<file path="src/rtl/jtvigil_scr2_fetch_pkg.sv">
// jtvigil_scr2_pkg: shared types and constants for the scroll-2 line fetcher.
//   state_t   - fetch FSM encoding
//   shadow_t  - per-line snapshot of the CPU registers and the line number
//   WORDS_PER_LINE / PIX_PER_WORD / LINE_PIX - line geometry
package jtvigil_scr2_pkg;

  typedef enum logic [2:0] {
    ST_IDLE  = 3'd0,
    ST_REQ   = 3'd1,
    ST_WAIT  = 3'd2,
    ST_DRAW  = 3'd3,
    ST_BLANK = 3'd4,
    ST_DONE  = 3'd5
  } state_t;

  // 33 words cover 256 pixels plus up to 7 pixels of fine-scroll slack.
  localparam int WORDS_PER_LINE = 33;
  localparam int PIX_PER_WORD   = 8;
  localparam int LINE_PIX       = 256;

  typedef struct packed {
    logic [10:0] scrx;
    logic [3:0]  bank;
    logic        en;
    logic [7:0]  row;
  } shadow_t;

endpackage

</file>
<file path="src/rtl/jtvigil_scr2_fetch_if.sv">
// jtvigil_scr2_fetch_if: ROM request channel and line-buffer write port.
//   rom_addr/rom_cs  - word request (fetcher drives)
//   rom_ok/rom_data  - SDRAM answer (memory side drives)
//   buf_we/buf_addr/buf_data - line-buffer write (fetcher drives)
// master = fetcher side, slave = memory / line-buffer side.
interface jtvigil_scr2_fetch_if #(
  parameter int ROM_AW = 16
) ();
  logic [ROM_AW-1:0] rom_addr;
  logic              rom_cs;
  logic              rom_ok;
  logic [31:0]       rom_data;
  logic              buf_we;
  logic [7:0]        buf_addr;
  logic [7:0]        buf_data;

  modport master (
    output rom_addr, rom_cs, buf_we, buf_addr, buf_data,
    input  rom_ok, rom_data
  );

  modport slave (
    input  rom_addr, rom_cs, buf_we, buf_addr, buf_data,
    output rom_ok, rom_data
  );
endinterface

</file>
<file path="src/rtl/jtvigil_scr2_fetch_regs.sv">
// jtvigil_scr2_regs: CPU-visible scroll/colour registers, hs edge detect,
// per-line shadow copies and the optional overrun counter.
// Optional feature macro: JTVIGIL_SCR2_OVERRUN_EN (overrun counter).
//   clk, rst_n        - clock, asynchronous active-low reset
//   hs_i, vrender_i   - line sync and line number
//   cpu_dout_i, *_we_i - CPU register writes
//   abort_i           - the fetcher abandoned a fill this cycle
//   start_o           - one-cycle pulse, a new line begins (shadows valid)
//   shadow_o          - registers frozen for the current line
//   overruns_o        - saturating count of aborted fills
module jtvigil_scr2_regs
  import jtvigil_scr2_pkg::*;
(
  input  logic       clk,
  input  logic       rst_n,
  input  logic       hs_i,
  input  logic [7:0] vrender_i,
  input  logic [7:0] cpu_dout_i,
  input  logic       scrx_lo_we_i,
  input  logic       scrx_hi_we_i,
  input  logic       scr2col_we_i,
  input  logic       abort_i,
  output logic       start_o,
  output shadow_t    shadow_o,
  output logic [7:0] overruns_o
);

  logic [10:0] scrx_q;
  logic [3:0]  bank_q;
  logic        en_q;
  logic        hs_q;
  logic        start_q;
  shadow_t     shadow_q;
  logic        hs_rise;

  assign hs_rise = hs_i & ~hs_q;

  // Shadows load on the same edge that raises start_q, so they are already
  // valid in the cycle the FSM reacts to start_o.
  always_ff @(posedge clk or negedge rst_n) begin
    if (!rst_n) begin
      scrx_q   <= '0;
      bank_q   <= '0;
      en_q     <= 1'b0;
      hs_q     <= 1'b0;
      start_q  <= 1'b0;
      shadow_q <= '0;
    end else begin
      hs_q    <= hs_i;
      start_q <= hs_rise;
      if (scrx_lo_we_i) scrx_q[7:0]  <= cpu_dout_i;
      if (scrx_hi_we_i) scrx_q[10:8] <= cpu_dout_i[2:0];
      if (scr2col_we_i) begin
        bank_q <= cpu_dout_i[3:0];
        en_q   <= cpu_dout_i[4];
      end
      if (hs_rise) begin
        shadow_q <= '{scrx: scrx_q, bank: bank_q, en: en_q, row: vrender_i};
      end
    end
  end

  assign start_o  = start_q;
  assign shadow_o = shadow_q;

`ifdef JTVIGIL_SCR2_OVERRUN_EN
  logic [7:0] ovr_q;
  logic [7:0] ovr_d;

  always_comb begin
    ovr_d = ovr_q;
    if (scr2col_we_i) begin
      ovr_d = 8'd0;
    end else if (abort_i && (ovr_q != 8'hFF)) begin
      ovr_d = ovr_q + 8'd1;
    end
  end

  always_ff @(posedge clk or negedge rst_n) begin
    if (!rst_n) ovr_q <= 8'd0;
    else        ovr_q <= ovr_d;
  end

  assign overruns_o = ovr_q;
`else
  logic unused_abort;
  assign unused_abort = abort_i;
  assign overruns_o   = 8'd0;
`endif

endmodule

</file>
<file path="src/rtl/jtvigil_scr2_fetch.sv">
// jtvigil_scr2_fetch: per-line fetch scheduler for the scroll-2 bitmap layer.
// On each hs rising edge it freezes the scroll/colour registers, fetches 33
// ROM words and writes a full 256-pixel line into the line buffer (or 256
// zeros when the layer is disabled).
// Optional feature macro: JTVIGIL_SCR2_OVERRUN_EN (overrun counter).
//   clk, rst_n     - clock, asynchronous active-low reset
//   hs, vrender    - line start and line number
//   cpu_dout, scrx_lo_we, scrx_hi_we, scr2col_we - CPU register writes
//   bus            - ROM request channel and line-buffer write port
//   busy           - a line fill is in progress
//   overruns       - aborted-fill counter (0 when the feature is off)
module jtvigil_scr2_fetch
  import jtvigil_scr2_pkg::*;
#(
  parameter int          ROM_AW  = 16,
  parameter logic [10:0] HOFFSET = 11'd0
) (
  input  logic                  clk,
  input  logic                  rst_n,
  input  logic                  hs,
  input  logic [7:0]            vrender,
  input  logic [7:0]            cpu_dout,
  input  logic                  scrx_lo_we,
  input  logic                  scrx_hi_we,
  input  logic                  scr2col_we,
  jtvigil_scr2_fetch_if.master  bus,
  output logic                  busy,
  output logic [7:0]            overruns
);

  logic    start;
  logic    abort;
  shadow_t sh;

  state_t            state_q;
  logic [5:0]        n_q;
  logic [2:0]        k_q;
  logic [7:0]        bcnt_q;
  logic [31:0]       word_q;
  logic [ROM_AW-1:0] rom_addr_q;
  logic              rom_cs_q;
  logic              buf_we_q;
  logic [7:0]        buf_addr_q;
  logic [7:0]        buf_data_q;
  logic              busy_q;

  // A new line arriving while a fill is still running is an overrun.
  assign abort = start && (state_q inside {ST_REQ, ST_WAIT, ST_DRAW, ST_BLANK});

  jtvigil_scr2_regs u_regs (
    .clk          (clk),
    .rst_n        (rst_n),
    .hs_i         (hs),
    .vrender_i    (vrender),
    .cpu_dout_i   (cpu_dout),
    .scrx_lo_we_i (scrx_lo_we),
    .scrx_hi_we_i (scrx_hi_we),
    .scr2col_we_i (scr2col_we),
    .abort_i      (abort),
    .start_o      (start),
    .shadow_o     (sh),
    .overruns_o   (overruns)
  );

  logic [10:0] sx;
  logic [7:0]  c0;
  logic [2:0]  fine;
  logic [7:0]  col;
  logic [10:0] pix_pos;
  logic        pix_in_line;

  assign sx   = sh.scrx + HOFFSET;
  assign c0   = sx[10:3];
  assign fine = sx[2:0];
  assign col  = c0 + {2'b00, n_q};

  // Screen position of pixel k of word n: 8n + k - f. Negative results
  // (leading fine-scroll pixels) and results past 255 set the upper bits.
  assign pix_pos     = {2'b00, n_q, k_q} - {8'd0, fine};
  assign pix_in_line = (pix_pos[10:8] == 3'b000);

  logic [3:0] word_pix [PIX_PER_WORD];

  for (genvar gi = 0; gi < PIX_PER_WORD; gi++) begin : g_unpack
    assign word_pix[gi] = word_q[4*gi +: 4];
  end

  always_ff @(posedge clk or negedge rst_n) begin
    if (!rst_n) begin
      state_q    <= ST_IDLE;
      n_q        <= '0;
      k_q        <= '0;
      bcnt_q     <= '0;
      word_q     <= '0;
      rom_addr_q <= '0;
      rom_cs_q   <= 1'b0;
      buf_we_q   <= 1'b0;
      buf_addr_q <= '0;
      buf_data_q <= '0;
      busy_q     <= 1'b0;
    end else begin
      buf_we_q <= 1'b0;
      if (start) begin
        // Normal start or overrun restart: drop any request, begin at n=0.
        state_q  <= sh.en ? ST_REQ : ST_BLANK;
        busy_q   <= 1'b1;
        rom_cs_q <= 1'b0;
        n_q      <= '0;
        k_q      <= '0;
        bcnt_q   <= '0;
      end else begin
        unique case (state_q)
          ST_IDLE: ;
          ST_REQ: begin
            rom_addr_q <= ROM_AW'({sh.row, col});
            rom_cs_q   <= 1'b1;
            state_q    <= ST_WAIT;
          end
          ST_WAIT: begin
            if (bus.rom_ok) begin
              word_q   <= bus.rom_data;
              rom_cs_q <= 1'b0;
              k_q      <= '0;
              state_q  <= ST_DRAW;
            end
          end
          ST_DRAW: begin
            buf_we_q   <= pix_in_line;
            buf_addr_q <= pix_pos[7:0];
            buf_data_q <= {sh.bank, word_pix[k_q]};
            k_q        <= k_q + 3'd1;
            if (k_q == 3'(PIX_PER_WORD - 1)) begin
              n_q     <= n_q + 6'd1;
              state_q <= (n_q == 6'(WORDS_PER_LINE - 1)) ? ST_DONE : ST_REQ;
            end
          end
          ST_BLANK: begin
            buf_we_q   <= 1'b1;
            buf_addr_q <= bcnt_q;
            buf_data_q <= 8'd0;
            bcnt_q     <= bcnt_q + 8'd1;
            if (bcnt_q == 8'(LINE_PIX - 1)) state_q <= ST_DONE;
          end
          ST_DONE: begin
            busy_q  <= 1'b0;
            state_q <= ST_IDLE;
          end
          default: state_q <= ST_IDLE;
        endcase
      end
    end
  end

  assign bus.rom_addr = rom_addr_q;
  assign bus.rom_cs   = rom_cs_q;
  assign bus.buf_we   = buf_we_q;
  assign bus.buf_addr = buf_addr_q;
  assign bus.buf_data = buf_data_q;
  assign busy         = busy_q;

endmodule
</file>
<file path="src/flat_wrapper.sv">
// flat-port wrapper written by rule: the top's interface ports become plain ports
module jtvigil_scr2_fetch_flat import jtvigil_scr2_pkg::*;
#(
  parameter int          ROM_AW  = 16,
  parameter logic [10:0] HOFFSET = 11'd0
)
  (clk, rst_n, hs, vrender, cpu_dout, scrx_lo_we, scrx_hi_we, scr2col_we, busy, overruns, bus_rom_addr, bus_rom_cs, bus_buf_we, bus_buf_addr, bus_buf_data, bus_rom_ok, bus_rom_data);
  jtvigil_scr2_fetch_if #(.ROM_AW(ROM_AW)) bus_i ();
  input  logic clk;
  input  logic rst_n;
  input  logic hs;
  input  logic [7:0] vrender;
  input  logic [7:0] cpu_dout;
  input  logic scrx_lo_we;
  input  logic scrx_hi_we;
  input  logic scr2col_we;
  output logic busy;
  output logic [7:0] overruns;
  output wire logic [$bits(bus_i.rom_addr)-1:0] bus_rom_addr;
  output wire logic [$bits(bus_i.rom_cs)-1:0] bus_rom_cs;
  output wire logic [$bits(bus_i.buf_we)-1:0] bus_buf_we;
  output wire logic [$bits(bus_i.buf_addr)-1:0] bus_buf_addr;
  output wire logic [$bits(bus_i.buf_data)-1:0] bus_buf_data;
  input wire logic [$bits(bus_i.rom_ok)-1:0] bus_rom_ok;
  input wire logic [$bits(bus_i.rom_data)-1:0] bus_rom_data;
  assign bus_rom_addr = bus_i.rom_addr;
  assign bus_rom_cs = bus_i.rom_cs;
  assign bus_buf_we = bus_i.buf_we;
  assign bus_buf_addr = bus_i.buf_addr;
  assign bus_buf_data = bus_i.buf_data;
  assign bus_i.rom_ok = bus_rom_ok;
  assign bus_i.rom_data = bus_rom_data;
  jtvigil_scr2_fetch #(.ROM_AW(ROM_AW), .HOFFSET(HOFFSET)) u_core (.clk(clk), .rst_n(rst_n), .hs(hs), .vrender(vrender), .cpu_dout(cpu_dout), .scrx_lo_we(scrx_lo_we), .scrx_hi_we(scrx_hi_we), .scr2col_we(scr2col_we), .bus(bus_i), .busy(busy), .overruns(overruns));
endmodule
</file>
<file path="config.mk">
export PLATFORM = sky130hd
export DESIGN_NAME = jtvigil_scr2_fetch_flat
export DESIGN_NICKNAME = d
export VERILOG_FILES = /design/src/rtl/jtvigil_scr2_fetch_pkg.sv /design/src/rtl/jtvigil_scr2_fetch_if.sv /design/src/rtl/jtvigil_scr2_fetch_regs.sv /design/src/rtl/jtvigil_scr2_fetch.sv /design/src/flat_wrapper.sv
export SDC_FILE = /design/constraint.sdc
export NUM_CORES = 1
export LEC_CHECK = 0
export ABC_AREA = 0
export BUFFER_PORTS_ARGS = -buffer_cell sky130_fd_sc_hd__clkbuf_2
export CORE_UTILIZATION = 50
export DETAILED_ROUTE_END_ITERATION = 12
export GPL_ROUTABILITY_DRIVEN = 0
export PLACE_DENSITY = 0.8
export SYNTH_ARGS = -nofsm -noshare
export SYNTH_HDL_FRONTEND = slang
export SYNTH_SLANG_ARGS = --single-unit
</file>
<file path="constraint.sdc">
create_clock -name clk -period 2.4 [get_ports clk]
set_input_delay 0.24 -clock clk [delete_from_list [all_inputs] [get_ports clk]]
set_output_delay 0.24 -clock clk [all_outputs]
set_load 0.01 [all_outputs]
</file>
=== Yosys cells after proc, flatten, opt, wreduce, memory -nomap -nowiden ===
Cells that the tools add are included.

* Output and inout port bits: 43
* Flip-flop bits (word level): 129
* Word-level logic and storage cells: 86
* Input bits: 55

* Bitwise logic cells: 4
* Reduce and logical (&&, ||, !) cells: 16
* Magnitude comparators: 1
* Equal/unequal tests: 12
* Muxes and demuxes: 27
* Add/sub/neg operators: 5

{| class="wikitable"
|+ Operators by type and width
! kind !! count
|-
| $pmux 8 s2 || 2
|-
| $mux 3 || 8
|-
| $mux 6 || 3
|-
| $mux 8 || 2
|-
| $pmux 3 s5 || 1
|-
| $bmux 4 s3 || 1
|-
| $reduce_and 2->1 || 5
|-
| $reduce_bool 2->1 || 5
|-
| $sub 9x3->10 || 1
|-
| $eq 3x3->1 const B || 3
|-
| $ne 3x3->1 const B || 3
|-
| $add 8x1->8 const B || 1
|-
| $add 8x6->8 || 1
|-
| $eq 8x8->1 const B || 1
|-
| $mux 4 || 2
|-
| $add 6x1->6 const B || 1
|-
| $eq 3x2->1 const B || 2
|-
| $eq 6x6->1 const B || 1
|-
| $logic_not 3->1 || 2
|-
| $pmux 3 s2 || 1
|-
| $reduce_bool 3->1 || 2
|-
| $mux 1 || 5
|-
| $ge 4x4->1 const B || 1
|-
| $not 3->4 || 1
|-
| 8 further kinds || 10
|}

=== Depth between registers and ports, before layout ===
* Depth in word-level cells: 5
* Depth in mapped cells: 9
* Depth with buffers taken out: 8

=== By module ===
From an unflattened synthesis, not the netlist that was laid out.

* Cell total of the unflattened synthesis: 481
* Area total of the unflattened synthesis: 6050.8 sq um

{| class="wikitable"
|+ By module, submodules not included
! module !! instances !! area each (sq um) !! sequential area each (sq um) !! cells an instance
|-
| jtvigil_scr2_fetch || 1 || 4344.2 || 2177.1 || 385
|-
| jtvigil_scr2_regs || 1 || 1706.6 || 1051.0 || 96
|}

=== Worst setup path before layout ===
No wires, ideal clock.

* Path type: reg2reg
* From: register u_core.k_q[0]
* To: register u_core.buf_we_q (netlist: u_core.bus.buf_we)
* Cell stages (with the launch flop): 10
* Path buffers: 1
* Setup slack: 0.306 ns
* Arrival time: 1.960 ns
* Library setup time: 0.134 ns
* Required time: 2.266 ns
* Clock period less this slack: 2.094 ns
* Path through: dfrtp_1 -> buf_2 -> inv_1 -> ha_1 -> fa_1 -> nor2b_1 -> or4_1 -> o221a_2 -> nor2_1 -> nor2b_1

* Word-level cells in the longest chain between the ends: 4

{| class="wikitable"
|+ RTL lines
! element !! RTL line !! text
|-
| from (decl) || jtvigil_scr2_fetch.sv:37 || <nowiki>logic [2:0] k_q;</nowiki>
|-
| from (signal assigned) || jtvigil_scr2_fetch.sv:131 || <nowiki>k_q <= k_q + 3'd1;</nowiki>
|-
| $sub 9x3->10 || jtvigil_scr2_fetch.sv:79 || <nowiki>assign pix_pos = {2'b00, n_q, k_q} - {8'd0, fine};</nowiki>
|-
| $logic_not 3->1 || jtvigil_scr2_fetch.sv:80 || <nowiki>assign pix_in_line = (pix_pos[10:8] == 3'b000);</nowiki>
|-
| $pmux 1 s2 || jtvigil_scr2_fetch.sv:112 || <nowiki>unique case (state_q)</nowiki>
|-
| $mux 1 || jtvigil_scr2_fetch.sv:103 || <nowiki>if (start) begin</nowiki>
|-
| to (signal assigned) || jtvigil_scr2_fetch.sv:128 || <nowiki>buf_we_q <= pix_in_line;</nowiki>
|-
| to (decl) || jtvigil_scr2_fetch.sv:42 || <nowiki>logic buf_we_q;</nowiki>
|}

No other way between the ends.
A chain may end at the register's enable or synchronous reset.

=== Worst setup path in the final report ===
Same ends and word-level chain as after synthesis.

==> key figures <==
Worst setup path
  • Crit-path max FO: 5
  • Critical Path RT: ~2.7 ns
  • Critical path capture point type: register
  • Crit Path Category: register to register
  • Most used cell along the critical path: nor2b_1
  • CP Cell Sequence: inv_1, ha_1, fa_1, nor2b_1, or4_1, a2111oi_0, nor2b_1
  • Crit-path max cell delay: between 0.5 and 0.6 ns
  • CP Launch Type: register
  • Worst Path Arrival: 2.41 ns
  • Bufs and invs on worst path: 1
  • CP max-delay cell: or4_1
  • Crit-path leading delay family: simple AND/OR/NAND/NOR gates

Timing
  • Post-route setup TNS: 0 ns
  • Final Cycle Share: about nine tenths
  • RSZ-0062 raised after global routing: no
  • Final hold violation count: 0
  • Post-layout min period: about 2.1 ns
  • Max-slew headroom at the worst pin: between 50% and 60%
  • Final setup viols: 0
  • Slew Limit Fails: 0
  • Slew @ Worst Pin: 0.625 ns
  • Final Worst Setup Slack: about 0.26 ns
  • Max Clk Rate: around 470 MHz
  • Clock skew: around 0.0056 ns

Finish
  • Commonest non-fill, non-tap cell in the layout: dfrtp_1
  • Layout fillers: a little under 900
  • Fin nets: 650
  • Area grow syn2layout: 19.4%
  • Most frequent cells in the layout: dfrtp_1, clkbuf_2, mux2_2
  • Layout cells sized above 1: between 30% and 40%
  • Number of diodes: 0
  • Multi-input gate area: roughly 0.0025 mm2
  • Design Area, Final: slightly above 0.007 mm2
  • Register Area: around 0.0032 mm2

Synthesis
  • Mapped Cells: 480
  • Ranking of synthesized cells by area: dfrtp_1, mux2_2, mux4_2
  • Seq/Total Area, Yosys: 54.6%
  • Yosys top cell by area: dfrtp_1
  • Post-Synthesis Cell Area: between 0.005 and 0.006 mm2
  • Yosys top cell area share: 54.6%
  • Syn Area/Cell: 12.3 um2
  • YS warnings: 0
  • Top FF cell, synth: dfrtp_1
  • Post-synth EDFFs: 0
  • Cell variety after synth: 53
  • Fraction of registers with async set/reset: 100%
  • Number of synthesized register bits: approximately 130

Pwr
  • Cell Pwr Density: 1060 mW/mm2
  • Worst vdd ir: around 0.00064 V
  • Leakage: about 3.3 nW

Min path
  • Hold crit path type: input pin to register

Floorplanning
  • Core Region: 0.0115 mm2
  • Height of the die: approximately 110 um
  • Die X: roughly 110 um
  • Die area: 0.0123 mm2
  • Rows: 39
  • Ports: between 90 and 100
  • Initial Util: between 50 and 60%

Clock tree
  • Clock Path Buffers: 2
  • Clk root buf: clkbuf_16
  • Post-CTS sizing: 0
  • Clock latency on the worst-skew pair: between 0.4 and 0.5 ns
  • Num CTS Buffers: 17
  • Clk slew on worst S/H paths: approximately 0.050 ns
  • Clock sink total: about 130
  • CTS tree: yes
  • H-Tree Depth: 4

Detailed routing
  • DRT Wirelength: around 12000 um
  • DR pass1 iterations: 5
  • Vias per cell: about 5.6
  • DR vias: roughly 4100
  • Starting DRT DRC Count: between 200 and 250
  • Avg WL per Cell: around 17 um
  • Routed Antenna Nets: 0
  • # DRC: 0

Place
  • Post-place setup slack: ~0.34 ns
  • Placed inst area: between 0.006 and 0.007 mm2
  • Number of port buffers: between 80 and 90
  • Post-DP HPWL: between 8000 and 9000 um

Global route
  • Grt ovf: 0
  • Global-route wire length before repair: roughly 21000 um
  • Global-route usage over all layers: 22.2%
  • Antenna violations before repair: 0
  • Vias in the first global route: about 4400
  • Largest net degree at the start of global routing: 73

Job
  • Max_cap viols: 0

Outcome
  • Outcome: finished, final reports clean
## stage by stage
step / instances / power (mW) / hold WS [ns] / util (%)
floorplan: 487 / 4.47 / -0.0556 / -
global placement: 701 / 5.09 / 0.223 / 56.7
detailed placement: 701 / 5.21 / 0.237 / 56.7
CTS: 732 / 7.57 / 0.0456 / 61.5
global route: 732 / 7.93 / 0.0437 / 61.5
finish: 732 / 7.50 / 0.0576 / 61.5
## where the power goes
| group | total (mW) | internal, mW | leakage [nW] | switching (mW) |
|---|---|---|---|---|
| Combinational | 1.91 | 0.996 | 1.43 | 0.919 |
| Sequential | 3.26 | 2.86 | 1.58 | 0.409 |
| Clock | 2.32 | 1.45 | 0.255 | 0.871 |
| Total | 7.50 | 5.30 | 3.27 | 2.20 |
## cells in the mapped netlist (7+ instances only)
| cell type | n |
|---|---|
| buf_4 | 10 |
| nor2_1 | 24 |
| clkbuf_1 | 9 |
| a21oi_1 | 13 |
| xor2_1 | 10 |
| dfrtp_1 | 129 |
| o21ai_0 | 27 |
| nor2b_1 | 9 |
| buf_2 | 8 |
| nand2_1 | 43 |
| inv_1 | 10 |
| mux4_2 | 8 |
| nand3_1 | 7 |
| mux2_2 | 78 |
| ha_1 | 14 |
## path summary, 6_finish.rpt
kind / from / to / slack (ns) / cells past startpoint
min in group asynchronous: rst_n / u_core.bus.rom_addr[2] / 0.33 / 2
max reg2reg: u_core.k_q[0] / u_core.bus.buf_we / 0.26 / 7
min: bus_rom_data[7] / u_core.word_q[7] / 0.06 / 2
min reg2reg: u_core.bus.buf_addr[4] / u_core.bus.buf_addr[4] / 0.47 / 2
max in group asynchronous: rst_n / u_core.word_q[14] / 1.34 / 3
max: u_core.k_q[0] / u_core.bus.buf_we / 0.26 / 7
## what timing repair did
item	4_1_cts	5_1_grt
endpoints found under the hold margin	35	0
buffers inserted	0	0
hold buffers	2	0
## area by class of cell
type / instances / share of cell area [%]
inverter: 10 / 0.532
multi-input combinational: 316 / 35.4
clock buffer: 23 / 6.63
sequential: 129 / 45.8
tap: 143 / 2.54
clock inverter: 6 / 0.851
timing repair buffer: 105 / 8.30
## worst register-to-register path: stages (launching register included)
cell and delay [ns]:
dfrtp_1 0.38, inv_1 0.10, ha_1 0.21, fa_1 0.20
nor2b_1 0.07, or4_1 0.51, a2111oi_0 0.41, nor2b_1 0.12
## metal layers
metal	wire [um]	track usage (%)	up-vias
li1	-	-	1891
met1	4860	26.4	2023
met2	6330	37.1	139
met3	689	6.01	37
met4	407	11.5	0
met5	0	0	-
## sequential cells by signal (all words and copies together) (netlist names), 3 cells and up
register                count
u_core.k_q                  3
u_core.state_q              3
u_core.n_q                  6
u_core.bus.buf_data         8
u_core.word_q              32
u_core.bcnt_q               8
u_core.u_regs.bank_q        4
u_core.bus.buf_addr         8
u_core.bus.rom_addr        16
u_core.u_regs.scrx_q       11
u_core.u_regs.shadow_o     24
## cell families after synthesis
kind of cell / count (synthesis) / share of synthesized area, %
AO/OA/AOI/OAI: 70 / 7.29
buffers and inverters: 42 / 3.60
XOR/XNOR: 12 / 1.78
other: 1 / 0.0635
adder cells (fa/ha/maj): 16 / 3.64
multiplexers: 91 / 18.8
AND/OR/NAND/NOR: 119 / 10.2
flip-flops: 129 / 54.6
Power figures use the tool's default switching activity.
